**config.mk**
```make
export PLATFORM = sky130hd
export DESIGN_NAME = tag_fill_controller_flat
export DESIGN_NICKNAME = d
export VERILOG_FILES = /design/src/rtl/cache_pkg.sv /design/src/rtl/tag_fill_controller_if.sv /design/src/rtl/lru_age_update.sv /design/src/rtl/tag_fill_controller.sv /design/src/flat_wrapper.sv
export SDC_FILE = /design/constraint.sdc
export NUM_CORES = 2
export LEC_CHECK = 0
export ABC_AREA = 1
export BUFFER_PORTS_ARGS = -buffer_cell sky130_fd_sc_hd__buf_4
export CAP_MARGIN = 20
export CORE_UTILIZATION = 30
export DETAILED_ROUTE_END_ITERATION = 8
export SYNTH_ARGS = -nofsm -noshare
export SYNTH_HDL_FRONTEND = slang
export SYNTH_SLANG_ARGS = --single-unit
```
**constraint.sdc**
```tcl
create_clock -name clk -period 3.77 [get_ports clk]
set_clock_uncertainty 0.2 [all_clocks]
set_input_delay 0.9425 -clock clk [delete_from_list [all_inputs] [get_ports clk]]
set_output_delay 0.9425 -clock clk [all_outputs]
set_load 0.01 [all_outputs]
```
**src/rtl/cache_pkg.sv**
```systemverilog
// Shared defaults and FSM encoding for the cache tag fill controller.
// Imported by the interface, the LRU helper and the top.
package cache_pkg;

    localparam int TagBitsDef   = 12;
    localparam int IndexBitsDef = 4;
    localparam int WaysDef      = 4;

    typedef enum logic [2:0] {
        IDLE,
        SELECT,
        EVICT,
        WRITE,
        DONE
    } fillState_e;

endpackage

```
**src/rtl/tag_fill_controller_if.sv**
```systemverilog
// Fill request / eviction handshake bundle between the miss logic
// and the tag fill controller.
interface tag_fill_controller_if
    import cache_pkg::*;
#(
    parameter int tagBits   = TagBitsDef,
    parameter int indexBits = IndexBitsDef,
    parameter int ways      = WaysDef
);
    localparam int wayBits = $clog2(ways);

    logic                 fillReq;
    logic [tagBits-1:0]   fillTag;
    logic [indexBits-1:0] fillIndex;
    logic                 fillDirty;
    logic                 fillReady;
    logic                 fillDone;
    logic [wayBits-1:0]   fillWay;
    logic                 evictValid;
    logic [tagBits-1:0]   evictTag;
    logic [indexBits-1:0] evictIndex;
    logic                 evictReady;

    modport master (
        output fillReq, fillTag, fillIndex, fillDirty, evictReady,
        input  fillReady, fillDone, fillWay,
        input  evictValid, evictTag, evictIndex
    );

    modport slave (
        input  fillReq, fillTag, fillIndex, fillDirty, evictReady,
        output fillReady, fillDone, fillWay,
        output evictValid, evictTag, evictIndex
    );

endinterface

```
**src/rtl/lru_age_update.sv**
```systemverilog
// Age update for one set: touched way becomes 0, younger ways age by one,
// so the ages stay a permutation of 0..ways-1.
module lru_age_update
    import cache_pkg::*;
#(
    parameter int ways = WaysDef,
    localparam int wayBits = $clog2(ways)
) (
    input  logic [ways-1:0][wayBits-1:0] ages,
    input  logic [wayBits-1:0]           touchWay,
    output logic [ways-1:0][wayBits-1:0] newAges
);

    always_comb begin
        newAges = ages;
        for (int w = 0; w < ways; w++) begin
            if (wayBits'(w) == touchWay) begin
                newAges[w] = '0;
            end else if (ages[w] < ages[touchWay]) begin
                newAges[w] = ages[w] + 1'b1;
            end
        end
    end

endmodule

```
**src/rtl/tag_fill_controller.sv**
```systemverilog
// Miss allocation for a set-associative tag store: picks a victim,
// writes back dirty victims, installs the new tag and keeps LRU ages.
module tag_fill_controller
    import cache_pkg::*;
#(
    parameter int tagBits   = TagBitsDef,
    parameter int indexBits = IndexBitsDef,
    parameter int ways      = WaysDef,
    localparam int wayBits  = $clog2(ways)
) (
    input  logic                      clk,
    input  logic                      reset,
    tag_fill_controller_if.slave      bus,
    input  logic                      hitValid,
    input  logic [indexBits-1:0]      hitIndex,
    input  logic [wayBits-1:0]        hitWay,
    input  logic [indexBits-1:0]      lookupIndex,
    output logic [ways*tagBits-1:0]   cacheTag,
    output logic [ways-1:0]           cacheValid
);

    localparam int sets = 1 << indexBits;

    typedef logic [ways-1:0][wayBits-1:0] ageVec_t;

    logic [ways-1:0]              validArr [sets];
    logic [ways-1:0]              dirtyArr [sets];
    logic [ways-1:0][tagBits-1:0] tagArr   [sets];
    ageVec_t                      ageArr   [sets];

    fillState_e           state, nextState;
    logic [tagBits-1:0]   latTag;
    logic [indexBits-1:0] latIndex;
    logic                 latDirty;
    logic [wayBits-1:0]   victimWay;
    logic [tagBits-1:0]   victimTag;
    logic [wayBits-1:0]   selWay;
    logic                 needEvict;
    logic                 hitApply;
    ageVec_t              hitAgesNew;
    ageVec_t              fillAgesNew;

    // Invalid ways win over the oldest way; the lowest invalid index wins.
    always_comb begin
        selWay = '0;
        for (int w = ways - 1; w >= 0; w--) begin
            if (ageArr[latIndex][w] == wayBits'(ways - 1)) selWay = wayBits'(w);
        end
        for (int w = ways - 1; w >= 0; w--) begin
            if (!validArr[latIndex][w]) selWay = wayBits'(w);
        end
    end

    assign needEvict = validArr[latIndex][selWay] && dirtyArr[latIndex][selWay];
    assign hitApply  = hitValid && !(state == WRITE && hitIndex == latIndex);

    lru_age_update #(.ways(ways)) uHitAge (
        .ages     (ageArr[hitIndex]),
        .touchWay (hitWay),
        .newAges  (hitAgesNew)
    );

    lru_age_update #(.ways(ways)) uFillAge (
        .ages     (ageArr[latIndex]),
        .touchWay (victimWay),
        .newAges  (fillAgesNew)
    );

    always_ff @(posedge clk) begin
        if (reset) state <= IDLE;
        else       state <= nextState;
    end

    always_comb begin
        nextState      = state;
        bus.fillReady  = 1'b0;
        bus.fillDone   = 1'b0;
        bus.fillWay    = '0;
        bus.evictValid = 1'b0;
        bus.evictTag   = '0;
        bus.evictIndex = '0;
        unique case (state)
            IDLE: begin
                bus.fillReady = 1'b1;
                if (bus.fillReq) nextState = SELECT;
            end
            SELECT: nextState = needEvict ? EVICT : WRITE;
            EVICT: begin
                bus.evictValid = 1'b1;
                bus.evictTag   = victimTag;
                bus.evictIndex = latIndex;
                if (bus.evictReady) nextState = WRITE;
            end
            WRITE: nextState = DONE;
            DONE: begin
                bus.fillDone = 1'b1;
                bus.fillWay  = victimWay;
                nextState    = IDLE;
            end
            default: nextState = IDLE;
        endcase
    end

    always_ff @(posedge clk) begin
        if (reset) begin
            latTag    <= '0;
            latIndex  <= '0;
            latDirty  <= 1'b0;
            victimWay <= '0;
            victimTag <= '0;
        end else begin
            if (state == IDLE && bus.fillReq) begin
                latTag   <= bus.fillTag;
                latIndex <= bus.fillIndex;
                latDirty <= bus.fillDirty;
            end
            if (state == SELECT) begin
                victimWay <= selWay;
                victimTag <= tagArr[latIndex][selWay];
            end
        end
    end

    // A same-set hit in WRITE is dropped, so the two age writes never collide.
    always_ff @(posedge clk) begin
        if (reset) begin
            for (int s = 0; s < sets; s++) begin
                validArr[s] <= '0;
                dirtyArr[s] <= '0;
                tagArr[s]   <= '0;
                for (int w = 0; w < ways; w++) begin
                    ageArr[s][w] <= wayBits'(w);
                end
            end
        end else begin
            if (hitApply) ageArr[hitIndex] <= hitAgesNew;
            if (state == WRITE) begin
                validArr[latIndex][victimWay] <= 1'b1;
                dirtyArr[latIndex][victimWay] <= latDirty;
                tagArr[latIndex][victimWay]   <= latTag;
                ageArr[latIndex]              <= fillAgesNew;
            end
        end
    end

    assign cacheTag   = tagArr[lookupIndex];
    assign cacheValid = validArr[lookupIndex];

endmodule

```
**src/flat_wrapper.sv**
```systemverilog
// flat-port wrapper written by rule: the top's interface ports become plain ports
module tag_fill_controller_flat import cache_pkg::*;
#(
    parameter int tagBits   = TagBitsDef,
    parameter int indexBits = IndexBitsDef,
    parameter int ways      = WaysDef,
    localparam int wayBits  = $clog2(ways)
)
  (clk, reset, hitValid, hitIndex, hitWay, lookupIndex, cacheTag, cacheValid, bus_fillReq, bus_fillTag, bus_fillIndex, bus_fillDirty, bus_evictReady, bus_fillReady, bus_fillDone, bus_fillWay, bus_evictValid, bus_evictTag, bus_evictIndex);
  tag_fill_controller_if #(.tagBits(tagBits), .indexBits(indexBits), .ways(ways)) bus_i ();
  input  logic clk;
  input  logic reset;
  input  logic hitValid;
  input  logic [indexBits-1:0] hitIndex;
  input  logic [wayBits-1:0] hitWay;
  input  logic [indexBits-1:0] lookupIndex;
  output logic [ways*tagBits-1:0] cacheTag;
  output logic [ways-1:0] cacheValid;
  input wire logic [$bits(bus_i.fillReq)-1:0] bus_fillReq;
  input wire logic [$bits(bus_i.fillTag)-1:0] bus_fillTag;
  input wire logic [$bits(bus_i.fillIndex)-1:0] bus_fillIndex;
  input wire logic [$bits(bus_i.fillDirty)-1:0] bus_fillDirty;
  input wire logic [$bits(bus_i.evictReady)-1:0] bus_evictReady;
  output wire logic [$bits(bus_i.fillReady)-1:0] bus_fillReady;
  output wire logic [$bits(bus_i.fillDone)-1:0] bus_fillDone;
  output wire logic [$bits(bus_i.fillWay)-1:0] bus_fillWay;
  output wire logic [$bits(bus_i.evictValid)-1:0] bus_evictValid;
  output wire logic [$bits(bus_i.evictTag)-1:0] bus_evictTag;
  output wire logic [$bits(bus_i.evictIndex)-1:0] bus_evictIndex;
  assign bus_i.fillReq = bus_fillReq;
  assign bus_i.fillTag = bus_fillTag;
  assign bus_i.fillIndex = bus_fillIndex;
  assign bus_i.fillDirty = bus_fillDirty;
  assign bus_i.evictReady = bus_evictReady;
  assign bus_fillReady = bus_i.fillReady;
  assign bus_fillDone = bus_i.fillDone;
  assign bus_fillWay = bus_i.fillWay;
  assign bus_evictValid = bus_i.evictValid;
  assign bus_evictTag = bus_i.evictTag;
  assign bus_evictIndex = bus_i.evictIndex;
  tag_fill_controller #(.tagBits(tagBits), .indexBits(indexBits), .ways(ways)) u_core (.clk(clk), .reset(reset), .bus(bus_i), .hitValid(hitValid), .hitIndex(hitIndex), .hitWay(hitWay), .lookupIndex(lookupIndex), .cacheTag(cacheTag), .cacheValid(cacheValid));
endmodule
```
==> Word-level counts from Yosys, hierarchy flattened <==
Memory sizes are Yosys's and may differ from the RTL's. A register that Yosys moved wholly into a read port is not among the register bits.
Index checks and enable logic that the tools add are counted.
{ "word_totals": {"ff_bits": 34, "latch_bits": 0, "mem_bits_rw": 1024, "romBits": 0, "inputBits": 32, "out_inout_bits": 73, "elab_cells": 143, "mem_count": 4} }
{ "classes": {"addsub": 8, "multipliers": 0, "div": 0, "magnitude_cmp": 12, "eq_ne": 17, "n_shift": 0, "n_mux": 81, "n_bitwise": 0, "n_reduce_logical": 15} }
{ "mem_list": {"columns": ["memory", "words", "width", "read_ports", "rd_ports_with_merged_regs", "write_ports", "line_no", "source"], "rows": [
  ["u_core.tagArr", 16, 48, 2, 1, 16, "tag_fill_controller.sv:28", "logic [ways-1:0][tagBits-1:0] tagArr [sets];"],
  ["u_core.ageArr", 16, 8, 2, 1, 16, "tag_fill_controller.sv:29", "ageVec_t ageArr [sets];"],
  ["u_core.dirtyArr", 16, 4, 1, 1, 16, "tag_fill_controller.sv:27", "logic [ways-1:0] dirtyArr [sets];"],
  ["u_core.validArr", 16, 4, 2, 1, 16, "tag_fill_controller.sv:26", "logic [ways-1:0] validArr [sets];"]
]} }
{ "ops": {"columns": ["cell", "n"], "rows": [
  ["48-bit 2-to-1 mux", 3],
  ["4-bit 2-to-1 mux", 19],
  ["2-bit 2-to-1 mux", 27],
  ["48-bit OR reduction", 1],
  ["12-bit 2-to-1 mux", 3],
  ["12-bit binary-select mux with 2-bit select", 1],
  ["12-bit demux with 2-bit select", 1],
  ["1-bit 2-to-1 mux", 17],
  ["2-bit by 1-bit adder with 2-bit output, second input constant", 8],
  ["2-bit less-than comparator", 8],
  ["8-bit 2-to-1 mux", 2],
  ["8-bit OR reduction", 2],
  ["3-bit one-hot mux with 4 select lines", 1],
  ["2-bit by 3-bit less-than comparator with 1-bit output, second input constant", 3],
  ["2-bit binary-select mux with 2-bit select", 2],
  ["2-bit equality test, first input constant", 4],
  ["2-bit equality test, second input constant", 4],
  ["4-bit OR reduction", 2],
  ["3-bit by 2-bit equality test with 1-bit output, second input constant", 2],
  ["3-bit 2-to-1 mux", 2],
  ["1-bit logical AND", 5],
  ["1-bit binary-select mux with 2-bit select", 2],
  ["1-bit by 2-bit equality test with 1-bit output, first input constant", 2],
  ["4-bit equality test", 1],
  ["other kinds (9)", 11]
]} }

==> Logic depth before layout (Yosys ltp) <==
{ "depth": {"word_depth": 14, "depth_mapped": 22, "depth_no_buf": 19} }

==> By module <==
A second synthesis with hierarchy kept.
{ "hier_totals": {"hier_cells": 6652, "hier_area_um2": 56932.1} }
{ "by_module_without_submodules": {"columns": ["mod", "instances", "cells_each", "area_each_um2", "seq_area_each_um2"], "rows": [
  ["tag_fill_controller", 1, 6522, 56252.7, 30869.6],
  ["lru_age_update (u_core.uHitAge)", 1, 65, 344.1, 0.0],
  ["lru_age_update (u_core.uFillAge)", 1, 65, 335.3, 0.0]
]} }

==> Worst setup path before layout <==
OpenSTA, ideal clock, no wires.
{ "synth_path": {"kind": "input to register", "from": "input port hitIndex[1]", "to": "memory u_core.ageArr[11][7] (netlist name) (data pin)", "setup_time_ns": 0.254, "arrival_time_ns": 3.542, "t_required_ns": 3.316, "setup_slack_ns": -0.226, "cell_stages": 17, "path_buffers": 4, "cell_sequence": "buf_2 buf_4 nor2_2 inv_2 buf_4 o22ai_1 o21ai_0 nand4_1 inv_1 a221oi_1 ha_1 nand3b_1 o21ai_2 buf_6 nand2_1 nand2_1 nand2_1"} }
{ "synth_lines": {"columns": ["element", "line_no", "source"], "rows": [
  ["start: declaration", "flat_wrapper.sv:14", "input logic [indexBits-1:0] hitIndex;"],
  ["end: declaration", "tag_fill_controller.sv:29", null]
]} }

==> Worst setup path in the final report <==
{ "layout_path": {"from": "input port lookupIndex[0]", "to": "output port cacheTag[3]"} }
{ "layout_between": {"elab_chain_len": 1} }
{ "layout_lines": {"columns": ["element", "line_no", "source"], "rows": [
  ["start: declaration", "flat_wrapper.sv:16", "input logic [indexBits-1:0] lookupIndex;"],
  ["memory read 16 x 48 bit", null, null],
  ["end: declaration", "flat_wrapper.sv:17", "output logic [ways*tagBits-1:0] cacheTag;"]
]} }
No other way between the ends.

==> run summary <==
Buffers on Ports: 104
top area cells in the synthesized netlist: edfxtp_1 (50%), nor2_1 (12%), o21ai_0 (8.8%), nand2_1 (5.8%), o221ai_1 (3.6%)
final worst slack: -0.0123 ns
CTS Sinks: 1,062
Net Count, Synth: 6,806
worst path required time: 2.63 ns
WHS Path Cells: 3
status: complete, but fails checks
routed len/inst: 25.2 um
hold endpoint: u_core.latTag[7]
row cnt: 159
H-tree depth: 3
worst hold path class: in -> reg
Slew headroom: 30.6%
Critical Path End Type: output port
period utilization: 100%
Placeable Area: 189,000 um^2
Final ANT Viol Nets: 0
final slew viol count: 0
failing checks: setup timing
Initial Utilization: 30.3%
synthesized area: 57,200 um^2
post-layout min period: 3.78 ns
cell count after synthesis: 6,762
Pwr Density: 489 nW/um^2
Seq cells post-synth: 1,062
vias in the first global route: 50,961
WS Path Type: in -> out
largest net degree at the start of global routing: 136
Die H: 439 um
Max VDD drop: 0.495 mV
I/O pins: 105
dominant cell type by area after synthesis: edfxtp_1
worst skew pair latency: 0.80 ns
Post-Synth Adder-Cell Area: 0.263%
Hold Vio Cnt, Final: 0
most frequent cell after synthesis: nor2_1
filler cell count: 19,096
initial antenna violation count: 6
TritonCTS buffer count: 119
clk buf depth: 3
hold buffer count at CTS: 0
DIE AREA: 192,000 um^2
FF-to-FF End: u_core.victimTag[9]
post-synth cell types: 44
R2R cell count: 19
Critical Path AT: 2.64 ns
RSZ-0062 raised after global routing: yes
TritonRoute pass-1 iters: 6
die width: 439 um
Crit Path Max Fanout: 50
area grow syn2layout: 17.4%
reg-to-reg slack, setup: 0.15 ns
DR iter-0 viols: 7,631
DRC: 0
worst hold margin: 0.238 ns
main combinational cell family by area after synthesis: simple AND/OR/NAND/NOR gates
Yosys top cell area share: 50.4%
Post-Route WL: 238 mm
number of max-cap violations: 0
Via Count: 54,319
mux share of post-synthesis cell area: 0%
grt ovf: 0
Root Buffer: clkbuf_16
Startpoint Class: primary input
Core Util, Final: 35.6%
fmax: 264 MHz
ratio of cells with drive above 1 in the final layout: 12.0%
HP Start: bus_fillTag[7]
Post-synth EDFFs: 960
Via-to-Cell Ratio: 5.75
yosys warns: 0
Detail Placement HPWL: 154 mm
ys async rst share: 0%
Reg clk slew, reported paths: 0.06 ns
TritonCTS clock tree: built
ys flop type: edfxtp_1
commonest cells in the netlist: nor2_1 (1,771), o21ai_0 (1,002), edfxtp_1 (960)
Setup Viol. Count Final: 1
worst-margin pin slew: 1.04 ns
GPL Wtd Cong: 0.945
simple logic cell fraction of the synthesized area: 21.2%
Avg Cell Area, Syn: 8.46 um^2
Seq/Total Area, Yosys: 54.0%
power consumption: 32.8 mW
first-pass GRT wire length: 343 mm
static leakage: 24.6 nW
Synth Area in Compound Gates: 17.9%
pre-CTS setup slack: -0.530 ns
Synth Area in XOR/XNOR: 0.0459%
Nets: 6,887
GRT Overall Usage: 23.7%
repair_timing:
action | 4_1_cts | 5_1_grt
setup buffers | 0 | 6
gates resized for setup | 5 | 27
gates cloned | 0 | 1
setup endpoints to repair | 4 | 41
pin swaps | 2 | 5
cell usage in the layout (no fill, tap or decap), types with 4 or more instances in the layout:
cell           n
edfxtp_1     960
o21ai_0      996
nor2_1      1769
inv_2         18
clkbuf_8      12
dfxtp_1       98
nor2_2         6
clkbuf_1      31
inv_1        243
nor3_1         5
dfxtp_4        4
clkinvlp_4     6
nand3_2        4
nand2_1      885
buf_12        79
clkinv_1      28
nand2_2       17
clkbuf_16    123
buf_16         5
o221ai_1     236
a22oi_1        7
o211ai_1      93
nand3b_1      18
ha_1          12
o21ai_1       55
nand3_1      250
a31oi_1       10
bufinv_16      7
nand4_1       77
clkinv_16      6
buf_6          8
clkinv_2      26
o31ai_1        9
buf_4        485
o22ai_1      218
a21oi_1      104
flip-flops by register name, indices dropped and copies added, names as in the netlist, named ones only:
register          cells
u_core.ageArr       128
u_core.dirtyArr      64
u_core.latDirty       1
u_core.latIndex       4
u_core.latTag        12
u_core.state          3
u_core.tagArr       768
u_core.validArr      64
u_core.victimTag     12
u_core.victimWay      2
cell families after synthesis:
| group | count (synthesis) |
|---|---|
| xor+xnor | 3 |
| compound gates | 1742 |
| simple gates | 3042 |
| flops | 1062 |
| buf+inv | 901 |
| fa+ha+maj | 12 |
cell type report:
cell class	count	area [um^2]	area share, %
sequential	1062	30900	46.0
tap	2495	3120	4.65
clock inverter	62	654	0.974
inverter	283	1100	1.64
multi-input combinational	4799	22600	33.6
timing repair buffer	578	5480	8.15
clock buffer	165	3330	4.97
antenna	2	5.00	0.00745
how the worst max path moves through the flow:
stage	slack [ns]	start	cells past startpoint	to
final	-0.01	lookupIndex[0]	9	cacheTag[3]
after floorplan	-0.003	hitIndex[0]	17	u_core.ageArr[11][7]
after CTS	0.0003	lookupIndex[0]	9	cacheTag[11]
after detailed placement	-0.53	hitIndex[0]	18	u_core.ageArr[2][1]
after global placement	-0.43	hitIndex[0]	15	u_core.ageArr[0][1]
after global routing	-0.06	flip-flop	13	u_core.ageArr[2][1]
critical path: stages:
cell,delay (ns)
buf_12,0.14
buf_16,0.26
buf_12,0.25
o21ai_0,0.13
o221ai_1,0.20
o211ai_1,0.20
nand2_1,0.19
buf_12,0.13
buf_4,0.11
routing by layer:
metal / wire length, um / up-vias / track usage [%] / share of wire, %
met5: 27 / - / 0 / 0.011
met4: 13900 / 4 / 13.1 / 5.9
met3: 25700 / 631 / 4.55 / 11
met2: 108000 / 3650 / 37.8 / 46
met1: 89800 / 26293 / 30.2 / 38
li1: - / 23741 / - / -
per-stage QoR:
stage | cells | TNS, ns | area [um^2]
final | 9446 | -0.0123 | 67200
after floorplan | 6762 | -0.00263 | 57300
after detailed placement | 9210 | -32.40 | 62900
after CTS | 9437 | 0 | 67000
after global placement | 9209 | -25.54 | 62900
after global routing | 9444 | -0.670 | 67100
where the power goes:
part	switching [mW]	internal, mW
clock network	5.25	6.70
logic	5.39	2.03
registers	0.253	13.2
total	10.9	21.9
No activity file was read; power rests on OpenSTA's default activity.
